<file path="src/rtl/rv32i_instr_encoder_pkg.sv">
// Shared RV32I definitions: format codes, opcode constants, the canonical NOP
// and the field bundle captured by the encoder's first stage.
package rv32i_pkg;

  typedef enum logic [2:0] {
    FMT_R = 3'd0,
    FMT_I = 3'd1,
    FMT_S = 3'd2,
    FMT_B = 3'd3,
    FMT_U = 3'd4,
    FMT_J = 3'd5
  } fmt_e;

  localparam logic [31:0] NOP = 32'h0000_0013;  // addi x0, x0, 0

  localparam logic [6:0] OP_IMM    = 7'h13;
  localparam logic [6:0] OP_STORE  = 7'h23;
  localparam logic [6:0] OP_BRANCH = 7'h63;
  localparam logic [6:0] OP_LUI    = 7'h37;
  localparam logic [6:0] OP_JAL    = 7'h6F;

  typedef struct packed {
    logic [2:0]  fmt;
    logic [6:0]  opcode;
    logic [4:0]  rd;
    logic [4:0]  rs1;
    logic [4:0]  rs2;
    logic [2:0]  funct3;
    logic [6:0]  funct7;
    logic [31:0] imm;
  } enc_fields_t;

endpackage

</file>
<file path="src/rtl/rv32i_instr_encoder_if.sv">
// Field-input and instruction-output handshake bundle of the RV32I encoder.
// Valid/ready: a word moves on a rising edge where valid && ready; the sender
// holds valid and payload stable until that edge, and ready never depends on valid.
interface rv32i_instr_encoder_if;

  logic        in_valid;
  logic        in_ready;
  logic [2:0]  in_fmt;
  logic [6:0]  in_opcode;
  logic [4:0]  in_rd;
  logic [4:0]  in_rs1;
  logic [4:0]  in_rs2;
  logic [2:0]  in_funct3;
  logic [6:0]  in_funct7;
  logic [31:0] in_imm;
  logic        out_valid;
  logic        out_ready;
  logic [31:0] out_instr;
  logic        out_err;

  modport master (
    output in_valid, in_fmt, in_opcode, in_rd, in_rs1, in_rs2,
           in_funct3, in_funct7, in_imm, out_ready,
    input  in_ready, out_valid, out_instr, out_err
  );

  modport slave (
    input  in_valid, in_fmt, in_opcode, in_rd, in_rs1, in_rs2,
           in_funct3, in_funct7, in_imm, out_ready,
    output in_ready, out_valid, out_instr, out_err
  );

endinterface

</file>
<file path="src/rtl/rv32i_instr_encoder_imm_pack.sv">
// Combinational RV32I packer: places fields and immediate bits exactly where
// the core's immediate extractor reads them, and flags out-of-range immediates.
module rv32i_imm_pack
  import rv32i_pkg::*;
(
  input  logic [2:0]  fmt_i,
  input  logic [6:0]  opcode_i,
  input  logic [4:0]  rd_i,
  input  logic [4:0]  rs1_i,
  input  logic [4:0]  rs2_i,
  input  logic [2:0]  funct3_i,
  input  logic [6:0]  funct7_i,
  input  logic [31:0] imm_i,
  output logic [31:0] instr_o,
  output logic        err_o
);

  logic [31:0] word;
  logic        legal;
  logic        same_31_11;
  logic        same_31_12;
  logic        same_31_20;

  // Sign-extension checks: the dropped high bits must all equal the kept sign bit.
  assign same_31_11 = (&imm_i[31:11]) || !(|imm_i[31:11]);
  assign same_31_12 = (&imm_i[31:12]) || !(|imm_i[31:12]);
  assign same_31_20 = (&imm_i[31:20]) || !(|imm_i[31:20]);

  always_comb begin
    word  = '0;
    legal = 1'b0;
    case (fmt_i)
      FMT_R: begin
        word  = {funct7_i, rs2_i, rs1_i, funct3_i, rd_i, opcode_i};
        legal = 1'b1;
      end
      FMT_I: begin
        word  = {imm_i[11:0], rs1_i, funct3_i, rd_i, opcode_i};
        legal = same_31_11;
      end
      FMT_S: begin
        word  = {imm_i[11:5], rs2_i, rs1_i, funct3_i, imm_i[4:0], opcode_i};
        legal = same_31_11;
      end
      FMT_B: begin
        word  = {imm_i[12], imm_i[10:5], rs2_i, rs1_i, funct3_i,
                 imm_i[4:1], imm_i[11], opcode_i};
        legal = same_31_12 && !imm_i[0];
      end
      FMT_U: begin
        word  = {imm_i[31:12], rd_i, opcode_i};
        legal = !(|imm_i[11:0]);
      end
      FMT_J: begin
        word  = {imm_i[20], imm_i[10:1], imm_i[11], imm_i[19:12], rd_i, opcode_i};
        legal = same_31_20 && !imm_i[0];
      end
      default: begin
        word  = '0;
        legal = 1'b0;
      end
    endcase
    instr_o = legal ? word : NOP;
    err_o   = !legal;
  end

endmodule

</file>
<file path="src/rtl/rv32i_instr_encoder.sv">
// Two-stage handshaked RV32I encoder: S1 captures fields and packs them, S2 is
// the output register; rejected words leave as NOP and bump a saturating counter.
module rv32i_instr_encoder
  import rv32i_pkg::*;
#(
  parameter int ERR_CNT_W = 16
) (
  input  logic                 clk,
  input  logic                 rst,
  rv32i_instr_encoder_if.slave bus,
  output logic [ERR_CNT_W-1:0] err_count
);

  enc_fields_t          s1_q;
  enc_fields_t          s1_d;
  logic                 s1_valid_q;
  logic                 s1_valid_d;
  logic                 out_valid_q;
  logic                 out_valid_d;
  logic [31:0]          out_instr_q;
  logic [31:0]          out_instr_d;
  logic                 out_err_q;
  logic                 out_err_d;
  logic [ERR_CNT_W-1:0] err_cnt_q;
  logic [ERR_CNT_W-1:0] err_cnt_d;
  logic                 s2_adv;
  logic                 s1_adv;
  logic [31:0]          pack_instr;
  logic                 pack_err;

  rv32i_imm_pack u_pack (
    .fmt_i    (s1_q.fmt),
    .opcode_i (s1_q.opcode),
    .rd_i     (s1_q.rd),
    .rs1_i    (s1_q.rs1),
    .rs2_i    (s1_q.rs2),
    .funct3_i (s1_q.funct3),
    .funct7_i (s1_q.funct7),
    .imm_i    (s1_q.imm),
    .instr_o  (pack_instr),
    .err_o    (pack_err)
  );

  always_comb begin
    s2_adv      = !out_valid_q || bus.out_ready;
    s1_adv      = !s1_valid_q || s2_adv;
    s1_valid_d  = s1_valid_q;
    s1_d        = s1_q;
    out_valid_d = out_valid_q;
    out_instr_d = out_instr_q;
    out_err_d   = out_err_q;
    err_cnt_d   = err_cnt_q;

    if (s1_adv) begin
      s1_valid_d = bus.in_valid;
      if (bus.in_valid) begin
        s1_d.fmt    = bus.in_fmt;
        s1_d.opcode = bus.in_opcode;
        s1_d.rd     = bus.in_rd;
        s1_d.rs1    = bus.in_rs1;
        s1_d.rs2    = bus.in_rs2;
        s1_d.funct3 = bus.in_funct3;
        s1_d.funct7 = bus.in_funct7;
        s1_d.imm    = bus.in_imm;
      end
    end

    // Output payload only changes when S2 advances, which keeps it stable under backpressure.
    if (s2_adv) begin
      out_valid_d = s1_valid_q;
      if (s1_valid_q) begin
        out_instr_d = pack_instr;
        out_err_d   = pack_err;
      end
    end

    if (out_valid_q && bus.out_ready && out_err_q && !(&err_cnt_q)) begin
      err_cnt_d = err_cnt_q + ERR_CNT_W'(1);
    end
  end

  always_ff @(posedge clk or posedge rst) begin
    if (rst) begin
      s1_q        <= '0;
      s1_valid_q  <= 1'b0;
      out_valid_q <= 1'b0;
      out_instr_q <= '0;
      out_err_q   <= 1'b0;
      err_cnt_q   <= '0;
    end else begin
      s1_q        <= s1_d;
      s1_valid_q  <= s1_valid_d;
      out_valid_q <= out_valid_d;
      out_instr_q <= out_instr_d;
      out_err_q   <= out_err_d;
      err_cnt_q   <= err_cnt_d;
    end
  end

  assign bus.in_ready  = s1_adv;
  assign bus.out_valid = out_valid_q;
  assign bus.out_instr = out_instr_q;
  assign bus.out_err   = out_err_q;
  assign err_count     = err_cnt_q;

endmodule
</file>
<file path="src/flat_wrapper.sv">
// flat-port wrapper written by rule: the top's interface ports become plain ports
module rv32i_instr_encoder_flat import rv32i_pkg::*;
#(
  parameter int ERR_CNT_W = 16
)
  (clk, rst, err_count, bus_in_valid, bus_in_fmt, bus_in_opcode, bus_in_rd, bus_in_rs1, bus_in_rs2, bus_in_funct3, bus_in_funct7, bus_in_imm, bus_out_ready, bus_in_ready, bus_out_valid, bus_out_instr, bus_out_err);
  rv32i_instr_encoder_if bus_i ();
  input  logic clk;
  input  logic rst;
  output logic [ERR_CNT_W-1:0] err_count;
  input wire logic [$bits(bus_i.in_valid)-1:0] bus_in_valid;
  input wire logic [$bits(bus_i.in_fmt)-1:0] bus_in_fmt;
  input wire logic [$bits(bus_i.in_opcode)-1:0] bus_in_opcode;
  input wire logic [$bits(bus_i.in_rd)-1:0] bus_in_rd;
  input wire logic [$bits(bus_i.in_rs1)-1:0] bus_in_rs1;
  input wire logic [$bits(bus_i.in_rs2)-1:0] bus_in_rs2;
  input wire logic [$bits(bus_i.in_funct3)-1:0] bus_in_funct3;
  input wire logic [$bits(bus_i.in_funct7)-1:0] bus_in_funct7;
  input wire logic [$bits(bus_i.in_imm)-1:0] bus_in_imm;
  input wire logic [$bits(bus_i.out_ready)-1:0] bus_out_ready;
  output wire logic [$bits(bus_i.in_ready)-1:0] bus_in_ready;
  output wire logic [$bits(bus_i.out_valid)-1:0] bus_out_valid;
  output wire logic [$bits(bus_i.out_instr)-1:0] bus_out_instr;
  output wire logic [$bits(bus_i.out_err)-1:0] bus_out_err;
  assign bus_i.in_valid = bus_in_valid;
  assign bus_i.in_fmt = bus_in_fmt;
  assign bus_i.in_opcode = bus_in_opcode;
  assign bus_i.in_rd = bus_in_rd;
  assign bus_i.in_rs1 = bus_in_rs1;
  assign bus_i.in_rs2 = bus_in_rs2;
  assign bus_i.in_funct3 = bus_in_funct3;
  assign bus_i.in_funct7 = bus_in_funct7;
  assign bus_i.in_imm = bus_in_imm;
  assign bus_i.out_ready = bus_out_ready;
  assign bus_in_ready = bus_i.in_ready;
  assign bus_out_valid = bus_i.out_valid;
  assign bus_out_instr = bus_i.out_instr;
  assign bus_out_err = bus_i.out_err;
  rv32i_instr_encoder #(.ERR_CNT_W(ERR_CNT_W)) u_core (.clk(clk), .rst(rst), .bus(bus_i), .err_count(err_count));
endmodule
</file>
<file path="config.mk">
export PLATFORM = sky130hd
export DESIGN_NAME = rv32i_instr_encoder_flat
export DESIGN_NICKNAME = d
export VERILOG_FILES = /design/src/rtl/rv32i_instr_encoder_pkg.sv /design/src/rtl/rv32i_instr_encoder_if.sv /design/src/rtl/rv32i_instr_encoder_imm_pack.sv /design/src/rtl/rv32i_instr_encoder.sv /design/src/flat_wrapper.sv
export SDC_FILE = /design/constraint.sdc
export NUM_CORES = 1
export LEC_CHECK = 0
export CORE_MARGIN = 2
export CORE_UTILIZATION = 50
export DETAILED_ROUTE_END_ITERATION = 10
export PLACE_DENSITY = 0.88
export SETUP_SLACK_MARGIN = 0.4
export SLEW_MARGIN = 0
export SYNTH_ARGS = -nofsm -noshare
export SYNTH_HDL_FRONTEND = slang
export SYNTH_SLANG_ARGS = --single-unit
</file>
<file path="constraint.sdc">
create_clock -name clk -period 4.6 [get_ports clk]
set_clock_uncertainty 0.05 [all_clocks]
set_input_delay 0.92 -clock clk [delete_from_list [all_inputs] [get_ports clk]]
set_output_delay 0.92 -clock clk [all_outputs]
set_load 0.02 [all_outputs]
</file>
* Yosys cells after proc, flatten, opt, wreduce, memory -nomap -nowiden *
Index checks and enable logic that the tools add are counted.

word-level totals
  register bits after elaboration = 118
  output and inout bits = 51
  logic and storage cells = 53

cells by class
  add/subtract/negate cells = 1
  eq/ne operators = 5
  muxes and demuxes = 3
  reductions and logical operators = 31

operator list
  kind                                            number
  one-hot mux 32 bit (6 select lines)             1
  2-to-1 mux 32 bit                               1
  OR reduction 12 bit                             2
  AND reduction 21 bit                            1
  OR reduction 21 bit                             1
  AND reduction 20 bit                            1
  OR reduction 20 bit                             1
  adder 16 x 1 -> 16 bit (second input constant)  1
  AND reduction 16 bit                            1
  AND reduction 12 bit                            1
  logical NOT 1 bit                               9
  == test 3 x 2 -> 1 bit (second input constant)  2
  == test 3 bit (second input constant)           2
  logical AND 1 bit                               5
  logical OR 1 bit                                5
  one-hot mux 1 bit (5 select lines)              1
  AND reduction 2 bit                             2
  == test 3 x 1 -> 1 bit (second input constant)  1
  logical NOT 3 bit                               1
  OR reduction 2 bit                              1

* Depth between registers and ports, before layout *
Gate-level depths: netlist (run 1).

  depth after elaboration = 6
  mapped depth = 7
  depth with buffers taken out = 6

* Hierarchy *
From an unflattened synthesis (run 1), not the netlist that was laid out.

second synthesis, totals
  cell total of the unflattened synthesis = 422
  area total of the unflattened synthesis = 5386.4 µm²

by module, submodules not included
  module               times used  cells an instance  area an instance (µm²)  seq. area each (µm²)
  rv32i_instr_encoder  1           289                4563.1                  2952.8
  rv32i_imm_pack       1           133                823.3                   0.0

* Worst setup path after synthesis (run 1) *
OpenSTA, ideal clock, no wires.

  path kind = input to register
  from = input bus_out_ready
  to = register u_core.s1_q[0] (netlist name)
  arrival time = 2172 ps
  data required time = 4425 ps
  setup slack = 2254 ps
  stages on the path = 5
  cell sequence = nand3b_1 -> nand2_1 -> buf_2 -> buf_2 -> mux2_2

on the way
  word-level cells in the longest chain between the ends = 3

ends and longest elaborated chain
  what                                  RTL line                   source
  start, declared                       flat_wrapper.sv:20         input wire logic [$bits(bus_i.out_ready)-1:0] bus_out_ready;
  logical OR 1 bit                      rv32i_instr_encoder.sv:45  s2_adv = !out_valid_q || bus.out_ready;
  logical OR 1 bit                      rv32i_instr_encoder.sv:46  s1_adv = !s1_valid_q || s2_adv;
  AND reduction 2 bit (no source line)  -
  end signal, assigned                  rv32i_instr_encoder.sv:84  s1_q <= '0;
  end signal, assigned                  rv32i_instr_encoder.sv:91  s1_q <= s1_d;
  end, declared                         rv32i_instr_encoder.sv:14  enc_fields_t s1_q;

Every way passes these cells.
A chain may end at the register's enable or synchronous reset.

* Worst setup path in the final report (run 1) *
  from = input bus_out_ready
  to = output bus_in_ready

on the way
  word-level cells in the longest chain between the ends = 2

ends and longest elaborated chain
  what              RTL line                   source
  logical OR 1 bit  rv32i_instr_encoder.sv:45
  logical OR 1 bit  rv32i_instr_encoder.sv:46
  end, declared     flat_wrapper.sv:21         output wire logic [$bits(bus_i.in_ready)-1:0] bus_in_ready;

Every way passes these cells.

==> results.json, run 1 <==
{
  "status": "complete, no violations",
  "crit_type": "input port to output port",
  "num_rows": 38,
  "grt_pass1_vias": 4486,
  "finalSetupTns_ns": 0,
  "worstPathMaxFanout": 3,
  "yosys.area.top_type_share_pct": 52.0,
  "worstPathArrival_ns": 2.20,
  "post-place-ws_ns": 1.42,
  "synth_cell_types": 50,
  "slew_headroom_pct": 27.0,
  "area_growth_pct": 32.9,
  "numCtsBuffers": 17,
  "postCtsSetupBuffers": 0,
  "cts_tree": "done",
  "drc": 0,
  "endpoint_kind": "output port",
  "antenna_left": 0,
  "fp.dieH_um": 111,
  "grt_max_degree": 68,
  "grt_pass1_wl_mm": 23.2,
  "totalWireLength_mm": 14.0,
  "r2r_slack_ns": 2.06,
  "post_drt_via_cell_ratio": 5.82,
  "cts_resized": 0,
  "synthTopCellsByArea": "dfrtp_1, mux2_2, a21oi_2",
  "ys_async_sr_fraction_pct": 100,
  "worstMarginPinSlew_ns": 1.09,
  "finalCriticalPeriod_ns": 3.17,
  "synthCells": 471,
  "grt_overflow": 0,
  "clkTransAtPathRegs_ns": 0.05,
  "core-area_um2": 10900,
  "track_usage_pct": 24.1,
  "hold_buffers": 0,
  "setup_viol": 0,
  "htreeDepth": 4,
  "max_freq_ghz": 0.315,
  "drive_gt1_share_pct": 24.9,
  "final_common_cell": "clkdlybuf4s50_1",
  "insertion_delay_ns": 0.42,
  "syn_avg_cell_area_um2": 12.0,
  "drt_iter0_markers": 299,
  "drv_cap": 0,
  "final_nets": 658,
  "die-area_um2": 12200,
  "dr.pass1.iters": 5,
  "synth_edf_count": 0,
  "power_density_nw_per_um2": 468,
  "place_congestion": 0.833,
  "root_buffer": "clkbuf_16",
  "wire_per_inst_um": 18.9,
  "ios": 122,
  "leakagePower_nw": 3.04,
  "startpoint_type": "input port",
  "initial_core_util_pct": 51.9,
  "clockBufferDepth": 2,
  "required_ns": 3.63,
  "hold_viol": 0,
  "place.port_buffers": 121,
  "setup_slack_ns": 1.43,
  "layout_common_cells": "clkdlybuf4s50_1, dfrtp_1, mux2_2",
  "total_power_w": 0.00353,
  "hp-class": "flop to flop",
  "yosys.area.top_type": "dfrtp_1",
  "finalCritPeriodShare_pct": 68.9,
  "n_antenna_cell": 0,
  "netlist_area_um2": 5680,
  "ys_seq_area_share_pct": 52.0,
  "ys_ff_latch": 118,
  "synth_nets": 543,
  "antenna_found_initial": 0,
  "dp_hpwl_mm": 9.58,
  "rsz0062_at_grt": "no",
  "num_vias": 4299,
  "clock-sinks": 118,
  "maxSlewViolCount": 0,
  "die_x_um": 111,
  "ys.warnings.count": 0,
  "irDropWorstVdd_uv": 377,
  "synth_ff_type": "dfrtp_1"
}
-- final cells by class --
| cell class | count | area (um2) |
|---|---|---|
| inverters | 7 | 28.8 |
| flip-flops and latches | 118 | 2950 |
| clock inverters | 10 | 150 |
| multi-input cells | 315 | 2500 |
| repair buffers | 127 | 1260 |
| clock buffers | 22 | 474 |
| fillers | 794 | 3390 |
| well taps | 140 | 175 |
-- cell families (layout without fill, tap and decap cells) --
kind of cell,Yosys count,count (layout),share of synthesized area (%)
flops,118,118,52.0
buf+inv,38,166,3.92
xor+xnor,16,16,2.47
fa+ha+maj,1,1,0.220
simple gates,109,109,11.3
mux,85,85,16.7
compound gates,104,104,13.4
-- worst paths after layout --
| kind | endpoint | from | depth (start not counted) |
|---|---|---|---|
| worst max register to register | u_core.bus.out_instr[2] | u_core.s1_q[64] | 5 |
| worst min-delay path | u_core.s1_q[33] | u_core.s1_q[33] | 1 |
| max in group asynchronous | u_core.s1_q[34] | rst | 3 |
| worst min register to register | u_core.s1_q[33] | u_core.s1_q[33] | 1 |
| worst max-delay path | bus_in_ready | bus_out_ready | 3 |
| min in group asynchronous | u_core.err_count[4] | rst | 2 |
-- state kept, by name, indices dropped and copies added (netlist names) --
name                  flops
u_core.s1_q              67
u_core.bus.out_valid      1
u_core.bus.out_err        1
u_core.err_count         16
u_core.s1_valid_q         1
u_core.bus.out_instr     32
-- per-layer routing --
metal	vias up	wire length, um	global-route usage [%]
met4	0	342	10.2
met3	26	816	6.20
li1	1955	-	-
met1	2151	5810	31.2
met5	-	0	0
met2	167	7000	38.7
-- power breakdown --
group,switching [W],internal (W),leakage [nW],total (W)
Clock,0.000448,0.000942,0.313,0.00139
Combinational,0.000372,0.000398,1.29,0.000770
Sequential,0.000173,0.00120,1.44,0.00137
-- cells in the mapped netlist (3+ instances only) --
cell type	count
nand2_1	29
o221ai_1	11
nor4_2	4
nor2_1	7
nand4_1	15
a32o_1	4
and4_1	3
and3_1	5
xnor2_1	14
a21oi_2	20
nor2b_1	7
nand2b_1	11
dfrtp_1	118
o211ai_1	5
mux2i_1	8
inv_1	7
clkbuf_1	15
buf_2	10
o21ai_0	15
nor4_1	4
a21oi_1	27
nand3b_1	9
a22oi_1	6
mux2_2	76
nand3_1	8
o22ai_1	3
-- stage by stage --
| step | instances | hold slack, ns | area, um2 | util (%) |
|---|---|---|---|---|
| floorplan | 471 | 0.421 | 5680 | - |
| global placement | 707 | 0.426 | 6920 | 63.2 |
| detailed placement | 707 | 0.440 | 6920 | 63.2 |
| CTS | 739 | 0.454 | 7540 | 69.0 |
| global route | 739 | 0.465 | 7540 | 69.0 |
| finish | 739 | 0.453 | 7540 | 69.0 |
-- worst max-delay path, cell delays in order --
cell	delay [ns]
clkdlybuf4s50_1	0.49
nand3b_1	0.17
clkdlybuf4s50_1	0.62
(Power assumes the default switching activity.)
==> run 2: changes to the inputs <==
--- a/config.mk
+++ b/config.mk
@@ -6,9 +6,9 @@
 export NUM_CORES = 1
 export LEC_CHECK = 0
 export CORE_MARGIN = 2
-export CORE_UTILIZATION = 50
+export CORE_UTILIZATION = 46
 export DETAILED_ROUTE_END_ITERATION = 10
-export PLACE_DENSITY = 0.88
+export PLACE_DENSITY = 0.85
 export SETUP_SLACK_MARGIN = 0.4
 export SLEW_MARGIN = 0
 export SYNTH_ARGS = -nofsm -noshare
==> constraint.sdc (replaced) <==
create_clock -name clk -period 2.7 [get_ports clk]
set_clock_uncertainty 0.05 [all_clocks]
set_input_delay 0.54 -clock clk [delete_from_list [all_inputs] [get_ports clk]]
set_output_delay 0.54 -clock clk [all_outputs]
set_load 0.02 [all_outputs]
==> run 2 against run 1 <==
Net effect: total power increased by 67%; via count is 0.28% higher; largest cell class unchanged; setup slack worse by 0.86 ns; count of clock-buffer cells in the layout stayed put; routed wire length is 1.5% higher; hold slack got worse by 0.013 ns; critical path type unchanged; final area is 1.1% higher; final cell count grew 2.0%.
==> results.json, run 2 (synthesis gave the netlist of run 1 again) <==
{
  "antenna_found_initial": 0,
  "hp-class": "flop to flop",
  "leakagePower_nw": 3.08,
  "final_nets": 666,
  "layout_common_cells": "clkdlybuf4s50_1, dfrtp_1, mux2_2",
  "track_usage_pct": 22.7,
  "post_drt_via_cell_ratio": 5.72,
  "max_freq_ghz": 0.470,
  "finalSetupTns_ns": 0,
  "root_buffer": "clkbuf_16",
  "slew_headroom_pct": 66.1,
  "setup_viol": 0,
  "n_antenna_cell": 0,
  "antenna_left": 0,
  "drc": 0,
  "wire_per_inst_um": 18.8,
  "initial_core_util_pct": 47.2,
  "grt_pass1_wl_mm": 23.0,
  "startpoint_type": "input port",
  "dp_hpwl_mm": 9.90,
  "worstMarginPinSlew_ns": 0.508,
  "fin_area_um2": 7620,
  "totalWireLength_mm": 14.2,
  "placed_cell_area_um2": 7050,
  "core-area_um2": 12000,
  "die-area_um2": 13200,
  "drv_cap": 0,
  "htreeDepth": 4,
  "dr.pass1.iters": 5,
  "hold_viol": 0,
  "rsz0062_at_grt": "no",
  "irDropWorstVdd_uv": 412,
  "power_density_nw_per_um2": 772,
  "maxSlewViolCount": 0,
  "grt_overflow": 0,
  "num_rows": 40,
  "drive_gt1_share_pct": 25.9,
  "worstPathMaxFanout": 3,
  "numCtsBuffers": 17,
  "area_growth_pct": 34.3,
  "final_common_cell": "clkdlybuf4s50_1",
  "largest_reg_flops": 67,
  "finalCritPeriodShare_pct": 78.9,
  "required_ns": 2.11,
  "num_vias": 4311,
  "place_congestion": 0.855,
  "place.port_buffers": 121,
  "fp.dieH_um": 115,
  "die_x_um": 115,
  "clkTransAtPathRegs_ns": 0.05,
  "worstPathArrival_ns": 1.54,
  "cts_tree": "done",
  "clock-sinks": 118,
  "crit_type": "input port to output port",
  "clockBufferDepth": 2,
  "insertion_delay_ns": 0.41,
  "drt_iter0_markers": 479,
  "grt_pass1_vias": 4418,
  "max_flop_register": "u_core.s1_q",
  "endpoint_kind": "output port",
  "status": "complete, no violations",
  "finalCriticalPeriod_ns": 2.13,
  "ios": 122,
  "grt_max_degree": 68
}
[run 2: power by group]
part | total (W) | switching, W | internal [W]
clock | 0.00218 | 0.000768 | 0.00142
combinational | 0.00139 | 0.000684 | 0.000704
sequential | 0.00231 | 0.000268 | 0.00204
[run 2: path summary, 6_finish.rpt]
kind / from / depth (start not counted) / slack (ns) / endpoint
hold reg to reg: u_core.bus.out_instr[2] / 1 / 0.44 / u_core.bus.out_instr[2]
hold / removal: u_core.bus.out_instr[2] / 1 / 0.44 / u_core.bus.out_instr[2]
setup reg to reg: u_core.s1_q[66] / 5 / 0.60 / u_core.bus.out_instr[31]
setup / recovery: bus_out_ready / 3 / 0.57 / bus_in_ready
min in group asynchronous: rst / 2 / 0.47 / u_core.s1_q[26]
max in group asynchronous: rst / 3 / 1.56 / u_core.bus.out_instr[16]
[run 2: routing by layer]
| metal | wire [um] | global-route usage, % |
|---|---|---|
| met5 | 0 | 0 |
| met4 | 330 | 9.08 |
| met2 | 6930 | 37.3 |
| met1 | 5880 | 28.1 |
| met3 | 1030 | 6.75 |
[run 2: metrics by stage]
step                      total power (W)  cells  setup WS, ns  hold WS [ns]  util, %
after floorplan                   0.00313    471         0.669         0.421        -
after global placement            0.00364    722         0.315         0.426     58.7
after detailed placement          0.00370    722         0.302         0.431     58.7
after CTS                         0.00590    754         0.569         0.443     63.5
after global routing              0.00615    754         0.492         0.461     63.5
final                             0.00588    754         0.570         0.439     63.5
[run 2: repair_timing]
action	in CTS	in global routing
setup buffers	0	0
hold buffers	0	0
setup endpoints to repair	1	0
resized for setup	1	0
[run 2: area by class of cell]
class / count / area [um2]
fill: 938 / 4390
sequential: 118 / 2950
multi-input combinational: 315 / 2500
timing repair buffer: 135 / 1380
clock buffer: 22 / 474
tap: 147 / 184
clock inverter: 10 / 103
inverter: 7 / 30.0
[run 2: worst max-delay path: stages]
cell             delay [ns]
clkdlybuf4s50_1        0.48
nand3b_1               0.17
dlygate4sd2_1          0.35
==> run 3: changes to the inputs <==
--- a/config.mk
+++ b/config.mk
@@ -6,9 +6,9 @@
 export NUM_CORES = 1
 export LEC_CHECK = 0
 export CORE_MARGIN = 2
-export CORE_UTILIZATION = 46
+export CORE_UTILIZATION = 50
 export DETAILED_ROUTE_END_ITERATION = 10
-export PLACE_DENSITY = 0.85
+export PLACE_DENSITY = 0.88
 export SETUP_SLACK_MARGIN = 0.4
 export SLEW_MARGIN = 0
 export SYNTH_ARGS = -nofsm -noshare
==> constraint.sdc (replaced) <==
create_clock -name clk -period 2 [get_ports clk]
set_clock_uncertainty 0.05 [all_clocks]
set_input_delay 0.4 -clock clk [delete_from_list [all_inputs] [get_ports clk]]
set_output_delay 0.4 -clock clk [all_outputs]
set_load 0.02 [all_outputs]
==> run 3 against run 2 <==
Net effect: the run now ends with setup timing left; via count grew 25%; clock power grew 56%; total power grew 60%; routed wire length grew 60%; sequential power grew 38%; first-iteration DRC count grew 55%; hold slack lost 0.13 ns; critical endpoint is now u_core.bus.out_instr[2]; largest cell class is now multi-input combinational cells.
==> results.json, run 3 (synthesis gave the netlist of run 1 again) <==
{
  "status": "finished with violations",
  "violations": "setup timing",
  "switching_share_pct": 32.0,
  "maxSlewViolCount": 0,
  "clkTransAtPathRegs_ns": 0.06,
  "max_freq_ghz": 0.497,
  "rsz0062_at_grt": "yes",
  "place.port_buffers": 121,
  "timing.rr.end": "u_core.bus.out_instr[2]",
  "antenna_left": 0,
  "ios": 122,
  "dr.pass1.iters": 6,
  "crit_type": "flop to flop",
  "track_usage_pct": 31.9,
  "stdcell_count": 818,
  "hp-class": "input port to async pin",
  "htreeDepth": 4,
  "area_growth_pct": 59.5,
  "drc": 0,
  "startpoint_type": "flop",
  "num_rows": 38,
  "grt_pass1_vias": 5329,
  "filler_cell_count": 504,
  "endpoint_kind": "flop",
  "insertion_delay_ns": 0.44,
  "worstPathArrival_ns": 2.27,
  "leakagePower_nw": 4.01,
  "irDropWorstVdd_uv": 1060,
  "antenna_found_initial": 0,
  "finalCritPeriodShare_pct": 101,
  "drt_iter0_markers": 744,
  "r2r_start": "u_core.s1_q[64]",
  "clock_power_share_pct": 36.0,
  "die_x_um": 111,
  "dp_hpwl_mm": 10.0,
  "final_nets": 737,
  "numCtsBuffers": 17,
  "clockBufferDepth": 2,
  "post_drt_via_cell_ratio": 6.60,
  "n_antenna_cell": 0,
  "clock-sinks": 118,
  "grt_overflow": 0,
  "layout_common_cells": "dfrtp_1, clkdlybuf4s50_1, mux2_4",
  "final_common_cell": "dfrtp_1",
  "finalCriticalPeriod_ns": 2.01,
  "num_vias": 5395,
  "grt_max_degree": 47,
  "place_congestion": 0.847,
  "initial_core_util_pct": 51.9,
  "r2r_slack_ns": -0.01,
  "setup_slack_ns": -0.0107,
  "netSwitchingPower_w": 0.00302,
  "required_ns": 2.26,
  "dp_cells": 725,
  "total_power_w": 0.00943,
  "worstMarginPinSlew_ns": 0.509,
  "totalWireLength_mm": 22.7,
  "r2r.worst_path.cells": 6,
  "drive_gt1_share_pct": 43.8,
  "grt_pass1_wl_mm": 30.2,
  "finalSetupTns_ns": -0.0107,
  "setup_viol": 1,
  "max_flop_register": "u_core.s1_q",
  "cts_tree": "done",
  "largest_reg_flops": 67,
  "hold_viol": 0,
  "slew_headroom_pct": 66.0,
  "seqPwrFrac_pct": 33.9,
  "final_core_util_pct": 82.8,
  "power_density_nw_per_um2": 1040,
  "root_buffer": "clkbuf_16",
  "worstPathMaxFanout": 7,
  "wire_per_inst_um": 27.8,
  "p_int_w": 0.00641,
  "fin_hold_ws_ns": 0.310,
  "comb_power_share_pct": 30.2,
  "core-area_um2": 10900,
  "fp.dieH_um": 111,
  "die-area_um2": 12200,
  "drv_cap": 0
}
## run 3: stage by stage
stage	worst slack, ns	area [um2]
after detailed placement	-0.102	7190
after global placement	-0.0499	7190
after floorplan	0.109	5700
final	-0.0107	9050
after CTS	0.171	8530
after global routing	-0.0167	9050
## run 3: worst max-delay path by stage
stage | end | cells after the start | slack [ns] | from
2_1_floorplan | u_core.bus.out_err | 1 | 0.11 | rst
3_3_place_gp | bus_in_ready | 3 | -0.05 | bus_out_ready
3_5_place_dp | u_core.bus.out_instr[9] | 7 | -0.10 | bus_out_ready
4_1_cts | u_core.bus.out_instr[12] | 5 | 0.17 | u_core.s1_q[31]
5_1_grt | u_core.bus.out_instr[2] | 6 | -0.02 | u_core.s1_q[7]
6_report | u_core.bus.out_instr[2] | 6 | -0.01 | u_core.s1_q[64]
## run 3: area by class of cell
cell class                 instances  area, um2  share of cell area (%)
clock inverter                    11        173                    1.91
clock buffer                      21        470                    5.20
sequential                       118       2960                    32.7
tap                              140        175                    1.93
multi-input combinational        318       3080                    34.1
timing repair buffer             203       2160                    23.9
inverter                           7       30.0                   0.332
## run 3: critical path, stage by stage (launching register included)
cell       delay [ns]
dfrtp_1          0.42
nor2b_1          0.20
a22oi_2          0.28
a2bb2oi_4        0.39
o221ai_2         0.16
buf_6            0.16
a32o_1           0.24
## run 3: timing repair
action,4_1_cts,5_1_grt
gates resized for setup,141,142
gates cloned,9,4
setup endpoints to repair,167,150
pin swaps,24,23
buffers inserted,35,13
hold buffers,0,0
## run 3: power by group through the flow
stage	combinational, W	sequential [W]	clock, W
after floorplan	0.00101	0.00323	0
after global placement	0.00186	0.00310	0
after detailed placement	0.00193	0.00313	0
after CTS	0.00227	0.00310	0.00331
after global routing	0.00296	0.00321	0.00351
final	0.00285	0.00319	0.00339
## run 3: layer usage
| layer | wire length [um] | GRT usage, % | share of wire (%) |
|---|---|---|---|
| met4 | 1190 | 16.5 | 5.2 |
| met5 | 0 | 0 | 0 |
| met3 | 2230 | 8.62 | 9.8 |
| met2 | 11000 | 51.8 | 48 |
| met1 | 8360 | 38.9 | 37 |
